<file path="config.mk">
export PLATFORM = sky130hd
export DESIGN_NAME = loteria_emissor_flat
export DESIGN_NICKNAME = d
export VERILOG_FILES = /design/src/rtl/loteria_emissor_if.sv /design/src/rtl/loteria_emissor.sv /design/src/flat_wrapper.sv
export SDC_FILE = /design/constraint.sdc
export NUM_CORES = 1
export LEC_CHECK = 0
export ABC_AREA = 1
export ABC_CLOCK_PERIOD_IN_PS = 6000
export CORE_UTILIZATION = 43
export CTS_CLUSTER_DIAMETER = 100
export DETAILED_ROUTE_END_ITERATION = 12
export PLACE_DENSITY = 0.73
export SLEW_MARGIN = 5
export SYNTH_ARGS = -nofsm -noshare
export SYNTH_HDL_FRONTEND = slang
export SYNTH_SLANG_ARGS = --single-unit
</file>
<file path="constraint.sdc">
create_clock -name clk -period 6 [get_ports clk]
set_input_delay 1.8 -clock clk [delete_from_list [all_inputs] [get_ports clk]]
set_output_delay 1.8 -clock clk [all_outputs]
set_load 0.02 [all_outputs]
</file>
<file path="src/rtl/loteria_emissor_if.sv">
// loteria_emissor_if: ticket/game handshake bundle between the emitter and its user
interface loteria_if;
    logic        start;
    logic        quick_pick;
    logic [19:0] ticket;
    logic [3:0]  num;
    logic        insert;
    logic        finish;
    logic        win_in;
    logic [1:0]  premio_in;
    logic        busy;
    logic        done;
    logic        win_out;
    logic [1:0]  premio_out;
    logic        err_bcd;
    modport master (
        output start, quick_pick, ticket, win_in, premio_in,
        input  num, insert, finish, busy, done, win_out, premio_out, err_bcd
    );
    modport slave (
        input  start, quick_pick, ticket, win_in, premio_in,
        output num, insert, finish, busy, done, win_out, premio_out, err_bcd
    );
endinterface

</file>
<file path="src/rtl/loteria_emissor.sv">
// loteria_emissor: sends a five-digit ticket to the game, then captures the result
module loteria_emissor #(
    parameter int          GAP         = 1,
    parameter int          RESULT_WAIT = 2,
    parameter logic [19:0] LFSR_SEED   = 20'hACE15
) (
    input logic       clk,
    input logic       reset,
    loteria_if.slave  bus
);
    typedef enum logic [2:0] {ST_IDLE, ST_SEND, ST_GAP, ST_FIN, ST_WAIT, ST_CAPTURE} state_t;
    state_t      state, state_d;
    logic [2:0]  idx, idx_d;
    logic [15:0] cnt, cnt_d;
    logic [19:0] digs, digs_d, qp_digs, lfsr;
    logic        bad, accept, last;
    logic [3:0]  num_q, num_d;
    logic        insert_q, finish_q, busy_q, done_q, win_q, err_q;
    logic [1:0]  premio_q;
    function automatic logic [3:0] reduce(input logic [3:0] n);
        return n >= 4'd10 ? n - 4'd10 : n;
    endfunction
    // ticket validation and quick-pick digit reduction from the current LFSR value
    always_comb begin
        bad = 1'b0;
        qp_digs = '0;
        for (int i = 0; i < 5; i++) begin
            bad = bad | (bus.ticket[4*i +: 4] > 4'd9);
            qp_digs[4*i +: 4] = reduce(lfsr[4*i +: 4]);
        end
    end
    assign accept = state == ST_IDLE && bus.start && (bus.quick_pick || !bad);
    assign last = idx == 3'd4;
    // free-running Galois LFSR, x^20+x^17+1; a nonzero seed keeps it off the zero state
    always_ff @(posedge clk)
        lfsr <= reset ? LFSR_SEED : {1'b0, lfsr[19:1]} ^ (lfsr[0] ? 20'h90000 : 20'h0);
    // state register plus registered outputs computed from the upcoming state
    always_ff @(posedge clk) begin
        if (reset) begin
            state <= ST_IDLE;
            idx <= '0;
            cnt <= '0;
            digs <= '0;
            num_q <= '0;
            insert_q <= 1'b0;
            finish_q <= 1'b0;
            busy_q <= 1'b0;
            done_q <= 1'b0;
            win_q <= 1'b0;
            premio_q <= '0;
            err_q <= 1'b0;
        end else begin
            state <= state_d;
            idx <= idx_d;
            cnt <= cnt_d;
            digs <= digs_d;
            num_q <= num_d;
            insert_q <= state_d == ST_SEND;
            finish_q <= state_d == ST_FIN;
            busy_q <= state_d != ST_IDLE;
            done_q <= state_d == ST_CAPTURE;
            win_q <= state_d == ST_CAPTURE ? bus.win_in : win_q;
            premio_q <= state_d == ST_CAPTURE ? bus.premio_in : premio_q;
            err_q <= state == ST_IDLE && bus.start && !bus.quick_pick && bad;
        end
    end
    // next-state: digit loop with optional gap, then finish, result wait and capture
    always_comb begin
        state_d = state;
        idx_d = idx;
        cnt_d = cnt;
        digs_d = digs;
        case (state)
            ST_IDLE: if (accept) begin
                state_d = ST_SEND;
                idx_d = '0;
                digs_d = bus.quick_pick ? qp_digs : bus.ticket;
            end
            ST_SEND: if (GAP != 0) begin
                state_d = ST_GAP;
                cnt_d = '0;
            end else begin
                state_d = last ? ST_FIN : ST_SEND;
                idx_d = last ? idx : idx + 3'd1;
            end
            ST_GAP: if (cnt == 16'(GAP - 1)) begin
                state_d = last ? ST_FIN : ST_SEND;
                idx_d = last ? idx : idx + 3'd1;
            end else cnt_d = cnt + 16'd1;
            ST_FIN: begin
                state_d = RESULT_WAIT != 0 ? ST_WAIT : ST_CAPTURE;
                cnt_d = '0;
            end
            ST_WAIT: if (cnt == 16'(RESULT_WAIT - 1)) state_d = ST_CAPTURE;
                     else cnt_d = cnt + 16'd1;
            default: state_d = ST_IDLE;
        endcase
    end
    // digit shown to the game: loaded on entry to SEND, held otherwise
    always_comb num_d = state_d == ST_SEND ? digs_d[{idx_d, 2'b00} +: 4] : num_q;
    assign bus.num = num_q;
    assign bus.insert = insert_q;
    assign bus.finish = finish_q;
    assign bus.busy = busy_q;
    assign bus.done = done_q;
    assign bus.win_out = win_q;
    assign bus.premio_out = premio_q;
    assign bus.err_bcd = err_q;
endmodule
</file>
<file path="src/flat_wrapper.sv">
// flat-port wrapper written by rule: the top's interface ports become plain ports
module loteria_emissor_flat 
#(
    parameter int          GAP         = 1,
    parameter int          RESULT_WAIT = 2,
    parameter logic [19:0] LFSR_SEED   = 20'hACE15
)
  (clk, reset, bus_start, bus_quick_pick, bus_ticket, bus_win_in, bus_premio_in, bus_num, bus_insert, bus_finish, bus_busy, bus_done, bus_win_out, bus_premio_out, bus_err_bcd);
  loteria_if bus_i ();
  input logic clk;
  input logic reset;
  input wire logic [$bits(bus_i.start)-1:0] bus_start;
  input wire logic [$bits(bus_i.quick_pick)-1:0] bus_quick_pick;
  input wire logic [$bits(bus_i.ticket)-1:0] bus_ticket;
  input wire logic [$bits(bus_i.win_in)-1:0] bus_win_in;
  input wire logic [$bits(bus_i.premio_in)-1:0] bus_premio_in;
  output wire logic [$bits(bus_i.num)-1:0] bus_num;
  output wire logic [$bits(bus_i.insert)-1:0] bus_insert;
  output wire logic [$bits(bus_i.finish)-1:0] bus_finish;
  output wire logic [$bits(bus_i.busy)-1:0] bus_busy;
  output wire logic [$bits(bus_i.done)-1:0] bus_done;
  output wire logic [$bits(bus_i.win_out)-1:0] bus_win_out;
  output wire logic [$bits(bus_i.premio_out)-1:0] bus_premio_out;
  output wire logic [$bits(bus_i.err_bcd)-1:0] bus_err_bcd;
  assign bus_i.start = bus_start;
  assign bus_i.quick_pick = bus_quick_pick;
  assign bus_i.ticket = bus_ticket;
  assign bus_i.win_in = bus_win_in;
  assign bus_i.premio_in = bus_premio_in;
  assign bus_num = bus_i.num;
  assign bus_insert = bus_i.insert;
  assign bus_finish = bus_i.finish;
  assign bus_busy = bus_i.busy;
  assign bus_done = bus_i.done;
  assign bus_win_out = bus_i.win_out;
  assign bus_premio_out = bus_i.premio_out;
  assign bus_err_bcd = bus_i.err_bcd;
  loteria_emissor #(.GAP(GAP), .RESULT_WAIT(RESULT_WAIT), .LFSR_SEED(LFSR_SEED)) u_core (.clk(clk), .reset(reset), .bus(bus_i));
endmodule
</file>
After elaboration in Yosys (flattened, before gate mapping):

Index checks and enable logic that the tools add are counted.

* register bits: 74
* latch bits: 0
* RAM bits: 0
* bits in read-only memories: 0
* bits of input ports: 27
* output and inout port bits: 12
* word-level logic and storage cells: 81
* memories: 0

* add/subtract/negate cells: 7
* multipliers: 0
* div/mod/pow operators: 0
* $lt $le $gt $ge: 10
* eq/ne operators: 11
* shifts and indexed selects: 1
* mux-type cells: 21
* bitwise gates (word level): 5
* reductions and logical operators: 13

Operators by type and width (number)
* 20-bit two-way mux: 4
* 16-bit case mux with 3 select lines: 1
* 16-bit two-way mux: 2
* 4-bit greater-or-equal comparator, second input constant: 5
* 4-bit greater-than comparator, second input constant: 5
* 4-bit two-way mux: 5
* 20-bit by 6-bit variable part select with 4-bit output: 1
* 4-bit subtractor, second input constant: 5
* 19-bit by 20-bit bitwise XOR with 20-bit output: 1
* 3-bit two-way mux: 6
* 16-bit by 1-bit adder with 16-bit output, second input constant: 1
* 16-bit by 1-bit == test with 1-bit output, second input constant: 1
* 16-bit zero test: 1
* 3-bit case mux with 5 select lines: 1
* 3-bit by 2-bit == test with 1-bit output, second input constant: 3
* 3-bit == test, second input constant: 3
* 3-bit by 1-bit == test with 1-bit output, second input constant: 2
* 3-bit case mux with 2 select lines: 1
* 3-bit nonzero test: 2
* 1-bit logical AND: 4
* 2-bit inequality test, second input constant: 2
* 1-bit OR: 4
* 3-bit by 1-bit adder with 3-bit output, second input constant: 1
* 3-bit zero test: 1
* 5 further kinds: 6

Longest topological paths before layout:

Gate-level depths: netlist of run 1.

* depth after elaboration: 11
* depth in mapped cells: 16
* mapped depth without buffers: 15

Worst setup path before layout of run 1:

OpenSTA, ideal clock, no wires.

* path type: input to register
* start point: input bus_ticket[2]
* end point: register u_core.num_q[0] (netlist: u_core.bus.num[0])
* library setup time: 122 ps
* arrival time: 3000 ps
* path slack: 2879 ps
* stages on the path: 12
* path buffers: 2
* path through: o21ai_1 > nand3_1 > o21bai_4 > nand2_2 > buf_6 > buf_6 > o21ai_1 > nand2_1 > nand3_1 > nand2_1 > nand2_1 > a21oi_2

* word-level cells in the longest chain between the ends: 11
* elaborated cells on any way between the ends: 16

RTL lines
* start, declared: RTL line flat_wrapper.sv:14 `input wire logic [$bits(bus_i.ticket)-1:0] bus_ticket;`
* 4-bit greater-than comparator *: RTL line loteria_emissor.sv:28 `bad = bad | (bus.ticket[4*i +: 4] > 4'd9);`
* 1-bit OR * (4 in a row): RTL line loteria_emissor.sv:28
* 1-bit zero test *: RTL line loteria_emissor.sv:32 `assign accept = state == ST_IDLE && bus.start && (bus.quick_pick || !bad);`
* 1-bit logical OR *: RTL line loteria_emissor.sv:32
* 1-bit logical AND *: RTL line loteria_emissor.sv:32
* 3-bit two-way mux or 20-bit two-way mux (tied branches): RTL line loteria_emissor.sv:74 `ST_IDLE: if (accept) begin`
* 3-bit case mux with 2 select lines, or another cell as far along: RTL line loteria_emissor.sv:73 `case (state)`
* 20-bit by 6-bit variable part select with 4-bit output or 3-bit by 1-bit == test with 1-bit output (tied branches): RTL line loteria_emissor.sv:100 `always_comb num_d = state_d == ST_SEND ? digs_d[{idx_d, 2'b00} +: 4] : num_q;`
* end signal, assigned: RTL line loteria_emissor.sv:57 `num_q <= num_d;`
* end, declared: RTL line loteria_emissor.sv:17 `logic [3:0] num_q, num_d;`

Mark *: on every way between the ends. The rest lies on a longest branch, timed or not.
A chain may end at the register's enable or synchronous reset.

Worst setup path in the final report of run 1:

* start point: input bus_quick_pick
* end point: register u_core.num_q[2] (netlist: u_core.bus.num[2])

* word-level cells in the longest chain between the ends: 5
* elaborated cells on any way between the ends: 11

RTL lines
* start, declared: RTL line flat_wrapper.sv:13 `input wire logic [$bits(bus_i.quick_pick)-1:0] bus_quick_pick;`
* 1-bit logical OR: RTL line loteria_emissor.sv:32
* 1-bit logical AND: RTL line loteria_emissor.sv:32
* 3-bit two-way mux or 20-bit two-way mux (tied branches): RTL line loteria_emissor.sv:74
* 3-bit case mux with 2 select lines, or another cell as far along: RTL line loteria_emissor.sv:73
* 20-bit by 6-bit variable part select with 4-bit output or 3-bit by 1-bit == test with 1-bit output (tied branches): RTL line loteria_emissor.sv:100

Several ways; a longest one is shown, not always the timed one.

==> results of run 1 <==
cell usage after synthesis:
cell / n
o21ai_1: 22
nor2_2: 5
or2_2: 2
nand2_1: 127
dfxtp_1: 74
a21oi_2: 4
o21bai_4: 1
nand2_2: 2
a31oi_1: 2
buf_4: 1
nand3b_1: 1
nor2_4: 3
clkbuf_1: 8
o21a_1: 2
o21ai_0: 23
buf_6: 4
inv_2: 9
inv_1: 71
buf_1: 1
buf_2: 2
nor3_2: 1
o211ai_1: 3
xor2_1: 4
a21oi_1: 33
xnor2_1: 3
nand3_1: 32
nor3_1: 14
nand4_1: 4
ha_1: 10
a22oi_1: 1
o31ai_1: 3
nand3_2: 1
nand2_4: 2
nor2_1: 76
nor4_1: 3
a22oi_2: 1
a211oi_1: 2
nand3_4: 1
metal layers:
layer	global-route usage (%)	share of wire, %	up-vias
met5	0	0	-
met4	9.453	2.0	0
met1	26.97	48	1638
met2	34.16	46	76
li1	-	-	1849
met3	3.239	3.7	15
through the flow:
step           instances  power (W)  hold WS, ns
2_1_floorplan        558  0.0007059       0.3883
3_3_place_gp         686  0.0007637       0.4070
3_5_place_dp         686  0.0007702       0.4152
4_1_cts              702   0.001211       0.4354
5_1_grt              702   0.001269       0.4539
6_report             702   0.001204       0.4303
cells in the final DEF (no fill, tap or decap), drive strengths merged:
master	count
a211oi	2
a21oi	37
a22oi	2
a31oi	2
buf	1
bufinv	2
clkbuf	10
clkdlybuf4s50	38
clkinv	3
clkinvlp	1
dfxtp	74
ha	10
inv	80
nand2	131
nand3	34
nand3b	1
nand4	4
nor2	84
nor3	15
nor4	3
o211ai	3
o21a	2
o21ai	45
o21bai	1
o31ai	3
or2	2
xnor2	3
xor2	4
layout make-up:
cell class | count | area [um^2] | area share (%)
Inverter | 80 | 300.3 | 6.732
Multi-Input combinational cell | 388 | 1932 | 43.31
Clock inverter | 6 | 90.09 | 2.020
Timing Repair Buffer | 39 | 387.9 | 8.696
Sequential cell | 74 | 1481 | 33.21
Tap cell | 105 | 131.4 | 2.945
Clock buffer | 10 | 137.6 | 3.086
tightest hold or removal path: stages (launching register included):
cell and delay, ns:
dfxtp_1 0.31, inv_1 0.05, nand2_1 0.05
cell families after synthesis:
family,count (synthesis)
adder cells (fa/ha/maj),10
AO/OA/AOI/OAI,97
AND/OR/NAND/NOR,274
flip-flops,74
buffers and inverters,96
XOR/XNOR,7
path summary, 6_finish.rpt:
| path | end | slack, ns |
|---|---|---|
| min | u_core.lfsr[11] | 0.43 |
| max | u_core.bus.num[2] | 1.86 |
| max reg2reg | u_core.cnt[4] | 3.58 |
| min reg2reg | u_core.lfsr[11] | 0.43 |
state kept, by name, indices dropped and copies added (netlist names):
| name | cells |
|---|---|
| u_core.bus.err_bcd | 1 |
| u_core.digs | 20 |
| u_core.state | 3 |
| u_core.bus.insert | 1 |
| u_core.cnt | 16 |
| u_core.bus.premio_out | 2 |
| u_core.bus.win_out | 1 |
| u_core.lfsr | 20 |
| u_core.idx | 3 |
| u_core.bus.num | 4 |
| u_core.bus.busy | 1 |
| u_core.bus.done | 1 |
| u_core.bus.finish | 1 |
power by group through the flow:
| stage | Sequential [W] | Clock (W) | Combinational (W) |
|---|---|---|---|
| 4_1_cts | 0.000535 | 0.000451 | 0.000225 |
| 3_3_place_gp | 0.000545 | 0 | 0.000218 |
| 5_1_grt | 0.000538 | 0.000473 | 0.000257 |
| 2_1_floorplan | 0.000550 | 0 | 0.000156 |
| 3_5_place_dp | 0.000546 | 0 | 0.000224 |
| 6_report | 0.000535 | 0.000444 | 0.000225 |
==> out/metrics.cfg, run 1 <==
[routing]
dr.pass1.iters=4
antenna_left=0
dr_total_vias=3578
routedWlPerCell_um=12.30
viasPerCell=5.097
dr.first_iter.drc_count=229
drcViolationCount=0
routed_wl_mm=8.638

[finish]
area_delta_synth_final_pct=17.08
post-route-util_pct=53.22
antenna_cells=0
nets=629
drive_above_1_share_pct=8.208
nFillCells=808
stdcell_area_um2=4461

[timing]
period_minus_slack_ns=4.139
slew_violations=0
timing.final.hold_violations=0
rsz0062_at_grt=no
max_freq_mhz=241.6
finalSetupViolCount=0
fin_ws_ns=1.861
fin_crit_sh_pct=68.99
finalSetupTns_ns=0
tightest_slew_ns=0.7119
slew-limit-headroom_pct=52.10
skew_ns=0.01602

[power_and_ir_drop]
vdd_drop_max_mv=0.1523
power_switching_share_pct=29.40
p_seq_share_pct=44.5
p_switching_w=0.0003539
p_int_w=0.0008500
power_density_nw_per_um2=269.9
p_comb_share_pct=18.7
p_leak_nw=2.013
p_clk_share_pct=36.9

[logic_synthesis]
synth_xor_area_share_pct=1.609
synth-seq-cells=74
yosys.area_share.simple_pct=31.33
synth_area_um2=3810
yosys.cell_types.count=38
synthMuxAreaShare_pct=0
netlist_instances=558
synth.area.top_cells=dfxtp_1, nand2_1, nor2_1
syn_area_per_cell_um2=6.828
synthAdderAreaFrac_pct=3.284
synth_top_family_by_area=simple AND/OR/NAND/NOR gates
ys_seq_area_share_pct=38.88
syn-num-nets=595
synth-compound-area-share_pct=14.48
post-synth-top-area-cell=dfxtp_1
yosysTopAreaCellShare_pct=38.88
yosysWarnings=0

[floorplan]
die_area_um2=9241
io_pins=39
rows=33
die_h_um=96.13
die_x_um=96.13
core_area_um2=8382
start_util_pct=45.45

[place]
globalplace.congestion=0.8397
io_buffers=38
dpl.hpwl_mm=6.338
preCtsSetupSlack_ns=1.559
place_area_um2=4233

[grt]
grt_pass1_vias=3283
grtUsageTotal_pct=20.89
grt_pass1_wl_mm=14.77
grt_max_degree=39
grt_antenna_before_repair=0
grt_overflow_total=0

[critical_path]
startpoint_type=input pin
ff2ff_path_depth=13
endpoint_kind=flop
worstPathArrival_ns=4.43
critPathMaxFanout=38
path_class=input pin to flop
path_depth=10
cpLargestDelayFamily=simple AND/OR/NAND/NOR gates
critPathMaxStageDelay_ns=0.83
critPathBufInv=2
path_cells=clkdlybuf4s50_1 -> o21bai_4 -> nand2_2 -> nand2_1 -> nand3_1 -> nor2_1 -> nand3_1 -> nand2_1 -> inv_1 -> a21oi_2
critPathLaunch=bus_quick_pick
worstPathRequired_ns=6.29
r2r-start=u_core.cnt[0]
worst_path_max_delay_cell=clkdlybuf4s50_1

[job]
max_cap_viol_count=0

[clocking]
cts_buffer_depth=2
cts-root-buf=clkbuf_8
cts_setup_buffers=0
cts_tree=built
htreeDepth=3
clk_latency_ns=0.36
hold_buffers=0
cts_num_sinks=74
numCtsBuffers=9
ctsResizeCount=0
path_clk_slew_ns=0.08

[run_status]
status=complete, no violations

[hold_path]
worstHoldPathCells=2
hold_class=flop to flop
worstHoldStart=u_core.lfsr[12]

(Power assumes the default switching activity.)
==> inputs of run 2 (changes only) <==
--- a/config.mk
+++ b/config.mk
@@ -6,11 +6,11 @@
 export NUM_CORES = 1
 export LEC_CHECK = 0
 export ABC_AREA = 1
-export ABC_CLOCK_PERIOD_IN_PS = 6000
+export ABC_CLOCK_PERIOD_IN_PS = 3600
 export CORE_UTILIZATION = 43
 export CTS_CLUSTER_DIAMETER = 100
 export DETAILED_ROUTE_END_ITERATION = 12
-export PLACE_DENSITY = 0.73
+export PLACE_DENSITY = 0.76
 export SLEW_MARGIN = 5
 export SYNTH_ARGS = -nofsm -noshare
 export SYNTH_HDL_FRONTEND = slang
==> constraint.sdc (replaced) <==
create_clock -name clk -period 3.6 [get_ports clk]
set_input_delay 1.08 -clock clk [delete_from_list [all_inputs] [get_ports clk]]
set_output_delay 1.08 -clock clk [all_outputs]
set_load 0.02 [all_outputs]
==> out/metrics.cfg, run 2 (synthesized netlist as in run 1, its figures left out) <==
[run_status]
status=complete, no violations  ; unchanged

[grt]
grt_antenna_before_repair=0  ; unchanged
grt_pass1_wl_mm=14.58  ; was 14.77 mm
grtUsageTotal_pct=20.66  ; was 20.89%
grt_pass1_vias=3227  ; was 3283
grt_overflow_total=0  ; unchanged
grt_max_degree=37  ; was 39

[timing]
finalSetupTns_ns=0  ; unchanged
finalSetupViolCount=0  ; unchanged
rsz0062_at_grt=no  ; unchanged
period_minus_slack_ns=3.042
fin_crit_sh_pct=84.50
tightest_slew_ns=0.6569  ; was 0.7119 ns
skew_ns=0.01007  ; was 0.01602 ns
timing.final.hold_violations=0  ; unchanged
slew_violations=0  ; unchanged
max_freq_mhz=328.7
slew-limit-headroom_pct=56.16  ; was 52.10%

[floorplan]
io_pins=39  ; unchanged
core_area_um2=8382  ; unchanged
die_area_um2=9241  ; unchanged
start_util_pct=45.45  ; unchanged
rows=33  ; unchanged
die_h_um=96.13  ; unchanged
die_x_um=96.13  ; unchanged

[finish]
nets=632  ; was 629
area_delta_synth_final_pct=17.37  ; was 17.08%
final_cell_mix=nand2_1, nor2_1, dfxtp_1  ; unchanged
antenna_cells=0  ; unchanged
stdcell_area_um2=4472  ; was 4461 um^2
final_common_cell=nand2_1  ; unchanged
drive_above_1_share_pct=8.667  ; was 8.208%
nFillCells=823  ; was 808
top_regs=u_core.digs x20, u_core.lfsr x20, u_core.cnt x16  ; unchanged

[clocking]
cts-root-buf=clkbuf_8  ; unchanged
hold_buffers=0  ; unchanged
cts_num_sinks=74  ; unchanged
cts_setup_buffers=0  ; unchanged
numCtsBuffers=9  ; unchanged
ctsResizeCount=0  ; unchanged
htreeDepth=3  ; unchanged
path_clk_slew_ns=0.08  ; about the same
cts_tree=built  ; unchanged
clk_latency_ns=0.35  ; was 0.36 ns
cts_buffer_depth=2  ; unchanged

[place]
place_area_um2=4255  ; was 4233 um^2
dpl.hpwl_mm=6.483  ; was 6.338 mm
io_buffers=38  ; unchanged
globalplace.congestion=0.8712  ; was 0.8397

[routing]
antenna_left=0  ; unchanged
viasPerCell=5.044  ; was 5.097
drcViolationCount=0  ; unchanged
routed_wl_mm=8.634  ; was 8.638 mm
routedWlPerCell_um=12.25  ; was 12.30 um
dr.first_iter.drc_count=197  ; was 229
dr_total_vias=3556  ; was 3578
dr.pass1.iters=5  ; was 4

[critical_path]
worstPathRequired_ns=3.88  ; was 6.29 ns
path_class=input pin to flop  ; unchanged
worstPathArrival_ns=3.32  ; was 4.43 ns
endpoint_kind=flop  ; unchanged
critPathMaxFanout=18  ; was 38
worst_path_max_delay_cell=clkdlybuf4s50_1  ; unchanged
startpoint_type=input pin  ; unchanged
path_cells=clkdlybuf4s50_1 -> o21ai_1 -> nand2_1 -> o21bai_4 -> nand2_2 -> nand2_1 -> nand3_1 -> nor2_1 -> nand3_1 -> nand2_1 -> inv_1 -> a21oi_2  ; was clkdlybuf4s50_1 -> o21bai_4 -> nand2_2 -> nand2_1 -> nand3_1 -> nor2_1 -> nand3_1 -> nand2_1 -> inv_1 -> a21oi_2
critPathMaxStageDelay_ns=0.45  ; was 0.83 ns
crit_top_cell=nand2_1

[job]
max_cap_viol_count=0  ; unchanged

[power_and_ir_drop]
p_int_w=0.001400  ; was 0.0008500 W
finalPower_w=0.001980  ; was 0.001204 W
power_switching_share_pct=29.32  ; was 29.40%
p_seq_share_pct=45.0  ; was 44.5%
p_leak_nw=2.028  ; was 2.013 nW
p_clk_share_pct=36.0  ; was 36.9%
vdd_drop_max_mv=0.2253  ; was 0.1523 mV
p_switching_w=0.0005805  ; was 0.0003539 W
power_density_nw_per_um2=442.8  ; was 269.9 nW/um^2
p_comb_share_pct=19.0  ; was 18.7%

[hold_path]
hold_class=flop to flop  ; unchanged

==> run 2: cell types whose count changed in the layout (fill, tap and decap cells not counted) <==
| cell | delta |
|---|---|
| clkinv_2 | +2 |
| inv_6 | +1 |
| clkbuf_8 | -1 |
| buf_4 | +3 |
| clkinvlp_4 | -1 |
| clkinv_4 | -1 |
==> run 2: worst paths after layout <==
kind / from / end / slack [ns] / cells past startpoint
worst max-delay path: bus_ticket[17] / u_core.bus.num[3] / 0.56 / 12
worst min-delay path: u_core.lfsr[12] / u_core.lfsr[11] / 0.43 / 2
worst max register to register: u_core.cnt[0] / u_core.cnt[4] / 1.15 / 13
worst min register to register: u_core.lfsr[12] / u_core.lfsr[11] / 0.43 / 2
==> run 2: final cells by class <==
| type | count | area (um^2) | share of cell area [%] |
|---|---|---|---|
| clock inverter | 7 | 92.59 | 2.071 |
| inverter | 80 | 300.3 | 6.715 |
| sequential | 74 | 1481 | 33.13 |
| clock buffer | 9 | 123.9 | 2.770 |
| timing repair buffer | 42 | 410.4 | 9.177 |
| multi-input combinational | 388 | 1932 | 43.20 |
| tap | 105 | 131.4 | 2.938 |
==> run 2: layer usage <==
metal,up-vias,share of wire (%),track usage [%]
li1,1859,-,-
met1,1599,46,25.73
met2,85,47,34.81
met3,13,4.7,4.265
met4,0,1.8,7.836
met5,-,0,0
==> run 2: worst max-delay path: cells and delay by family <==
kind,cells,cell delay (ns)
compound gates,3,0.54
buf+inv,2,0.50
simple gates,7,1.19
==> run 2: power groups by stage <==
stage / clock network (W) / registers (W) / logic (W)
after floorplan: 0 / 0.000917 / 0.000260
after global placement: 0 / 0.000909 / 0.000364
after detailed placement: 0 / 0.000911 / 0.000373
after CTS: 0.000723 / 0.000892 / 0.000375
after global routing: 0.000766 / 0.000896 / 0.000427
final: 0.000713 / 0.000892 / 0.000376
==> run 2: metrics by stage <==
step                hold WS [ns]  utilization, %  cells  setup WS (ns)
floorplan                 0.3883               -    558          1.199
global placement          0.4066           50.77    689         0.3033
detailed placement        0.4091           50.77    689         0.2237
CTS                       0.4366           53.35    705         0.5891
global route              0.4573           53.35    705         0.2972
finish                    0.4302           53.35    705         0.5581
==> inputs of run 3 (changes only) <==
--- a/config.mk
+++ b/config.mk
@@ -6,11 +6,11 @@
 export NUM_CORES = 1
 export LEC_CHECK = 0
 export ABC_AREA = 1
-export ABC_CLOCK_PERIOD_IN_PS = 3600
+export ABC_CLOCK_PERIOD_IN_PS = 2900
 export CORE_UTILIZATION = 43
 export CTS_CLUSTER_DIAMETER = 100
 export DETAILED_ROUTE_END_ITERATION = 12
-export PLACE_DENSITY = 0.76
+export PLACE_DENSITY = 0.73
 export SLEW_MARGIN = 5
 export SYNTH_ARGS = -nofsm -noshare
 export SYNTH_HDL_FRONTEND = slang
==> constraint.sdc (replaced) <==
create_clock -name clk -period 2.9 [get_ports clk]
set_input_delay 0.87 -clock clk [delete_from_list [all_inputs] [get_ports clk]]
set_output_delay 0.87 -clock clk [all_outputs]
set_load 0.02 [all_outputs]
==> out/metrics.cfg, run 3 (synthesized netlist as in run 1, its figures left out) <==
[grt]
grtUsageTotal_pct=20.98  ; was 20.66%
grt_antenna_before_repair=0  ; unchanged
grt_pass1_vias=3307  ; was 3227
grt_max_degree=47  ; was 37
grt_overflow_total=0  ; unchanged
grt_pass1_wl_mm=14.90  ; was 14.58 mm

[timing]
finalSetupTns_ns=0  ; unchanged
rsz0062_at_grt=no  ; unchanged
slew-limit-headroom_pct=57.37  ; was 56.16%
slew_violations=0  ; unchanged
timing.final.hold_violations=0  ; unchanged
finalSetupViolCount=0  ; unchanged
tightest_slew_ns=0.6336  ; was 0.6569 ns
max_freq_mhz=399.9
skew_ns=0.01052  ; was 0.01007 ns
period_minus_slack_ns=2.501
fin_crit_sh_pct=86.23

[routing]
routedWlPerCell_um=12.16  ; was 12.25 um
routed_wl_mm=8.644  ; was 8.634 mm
viasPerCell=4.987  ; was 5.044
dr.pass1.iters=5  ; unchanged
antenna_left=0  ; unchanged
dr.first_iter.drc_count=176  ; was 197
dr_total_vias=3546  ; was 3556
drcViolationCount=0  ; unchanged

[floorplan]
core_area_um2=8382  ; unchanged
io_pins=39  ; unchanged
start_util_pct=45.45  ; unchanged
die_h_um=96.13  ; unchanged
die_area_um2=9241  ; unchanged
rows=33  ; unchanged
die_x_um=96.13  ; unchanged

[power_and_ir_drop]
p_seq_share_pct=45.9  ; was 45.0%
power_density_nw_per_um2=534.2  ; was 442.8 nW/um^2
p_clk_share_pct=34.2  ; was 36.0%
vdd_drop_max_mv=0.2908  ; was 0.2253 mV
p_comb_share_pct=20.0  ; was 19.0%
p_int_w=0.001707  ; was 0.001400 W
p_switching_w=0.0007059  ; was 0.0005805 W
power_switching_share_pct=29.25  ; was 29.32%
p_leak_nw=2.048  ; was 2.028 nW

[clocking]
ctsResizeCount=0  ; unchanged
clk_latency_ns=0.34  ; was 0.35 ns
cts_num_sinks=74  ; unchanged
cts-root-buf=clkbuf_8  ; unchanged
cts_setup_buffers=0  ; unchanged
numCtsBuffers=9  ; unchanged
cts_buffer_depth=2  ; unchanged
hold_buffers=0  ; unchanged
path_clk_slew_ns=0.08  ; about the same
htreeDepth=3  ; unchanged
cts_tree=built  ; unchanged

[hold_path]
hold_class=flop to flop  ; unchanged

[finish]
nets=638  ; was 632
area_delta_synth_final_pct=18.59  ; was 17.37%
final_common_cell=nand2_1  ; unchanged
final_cell_mix=nand2_1, nor2_1, dfxtp_1  ; unchanged
drive_above_1_share_pct=9.406  ; was 8.667%
stdcell_count=711  ; was 705
antenna_cells=0  ; unchanged
top_regs=u_core.digs x20, u_core.lfsr x20, u_core.cnt x16  ; unchanged

[critical_path]
path_class=input pin to flop  ; unchanged
startpoint_type=input pin  ; unchanged
worstPathArrival_ns=2.78  ; was 3.32 ns
critPathMaxFanout=17  ; was 18
worstPathRequired_ns=3.18  ; was 3.88 ns
endpoint_kind=flop  ; unchanged

[place]
globalplace.congestion=0.8289  ; was 0.8712
dpl.hpwl_mm=6.490  ; was 6.483 mm
placedCellCount=695  ; was 689
io_buffers=38  ; unchanged

[run_status]
status=complete, no violations  ; unchanged

[job]
max_cap_viol_count=0  ; unchanged

## run 3: cell types whose count changed in the layout (fill, tap and decap cells not counted), moves of 2 or more
cell,before,now
buf_4,4,9
clkbuf_8,9,11
clkinv_2,3,1
clkinvlp_4,0,2
## run 3: layout make-up
| class | count | area (um^2) |
|---|---|---|
| sequential | 74 | 1481 |
| timing repair buffer | 48 | 467.9 |
| clock buffer | 12 | 155.1 |
| clock inverter | 4 | 50.05 |
| fill | 816 | 3864 |
| tap | 105 | 131.4 |
| inverter | 80 | 300.3 |
| multi-input combinational | 388 | 1932 |
## run 3: per-layer routing
layer  up-vias  global-route usage, %  wire (um)
met2        80                  34.34       3988
li1       1874                      -          -
met3        10                  3.555        396
met1      1582                  27.54       4144
met5         -                      0          0
met4         0                  7.711        114
## run 3: per-stage QoR
step           total power [W]  setup WS [ns]  utilization (%)  area (um^2)  hold WS [ns]
6_report              0.002413         0.3994            53.90         4518        0.4290
4_1_cts               0.002425         0.3772            53.90         4518        0.4277
2_1_floorplan         0.001460         0.7087                -         3810        0.3883
5_1_grt               0.002540         0.2224            53.90         4518        0.4613
3_5_place_dp          0.001611        0.08113            51.46         4313        0.4090
3_3_place_gp          0.001598        0.08905            51.46         4313        0.4039
## run 3: power groups by stage
stage	Sequential (W)	Clock [W]	Combinational, W
floorplan	0.00114	0	0.000323
global placement	0.00113	0	0.000471
detailed placement	0.00113	0	0.000481
CTS	0.00111	0.000834	0.000485
global route	0.00111	0.000875	0.000552
finish	0.00111	0.000824	0.000482
## run 3: worst max-delay path, cell delays in order
cell	delay [ns]
clkdlybuf4s50_1	0.43
o21ai_1	0.16
nand3_1	0.13
o21bai_4	0.15
nand2_2	0.14
buf_4	0.22
nand2_1	0.06
o21ai_1	0.08
nor2_1	0.17
nand3_1	0.10
nand2_1	0.09
inv_1	0.05
a21oi_2	0.11
## run 3: final timing paths
kind	startpoint	endpoint	slack [ns]	depth (start not counted)
max	bus_ticket[9]	u_core.bus.num[3]	0.40	13
min	u_core.lfsr[12]	u_core.lfsr[11]	0.43	2
max reg2reg	u_core.cnt[0]	u_core.cnt[4]	0.64	13
min reg2reg	u_core.lfsr[12]	u_core.lfsr[11]	0.43	2
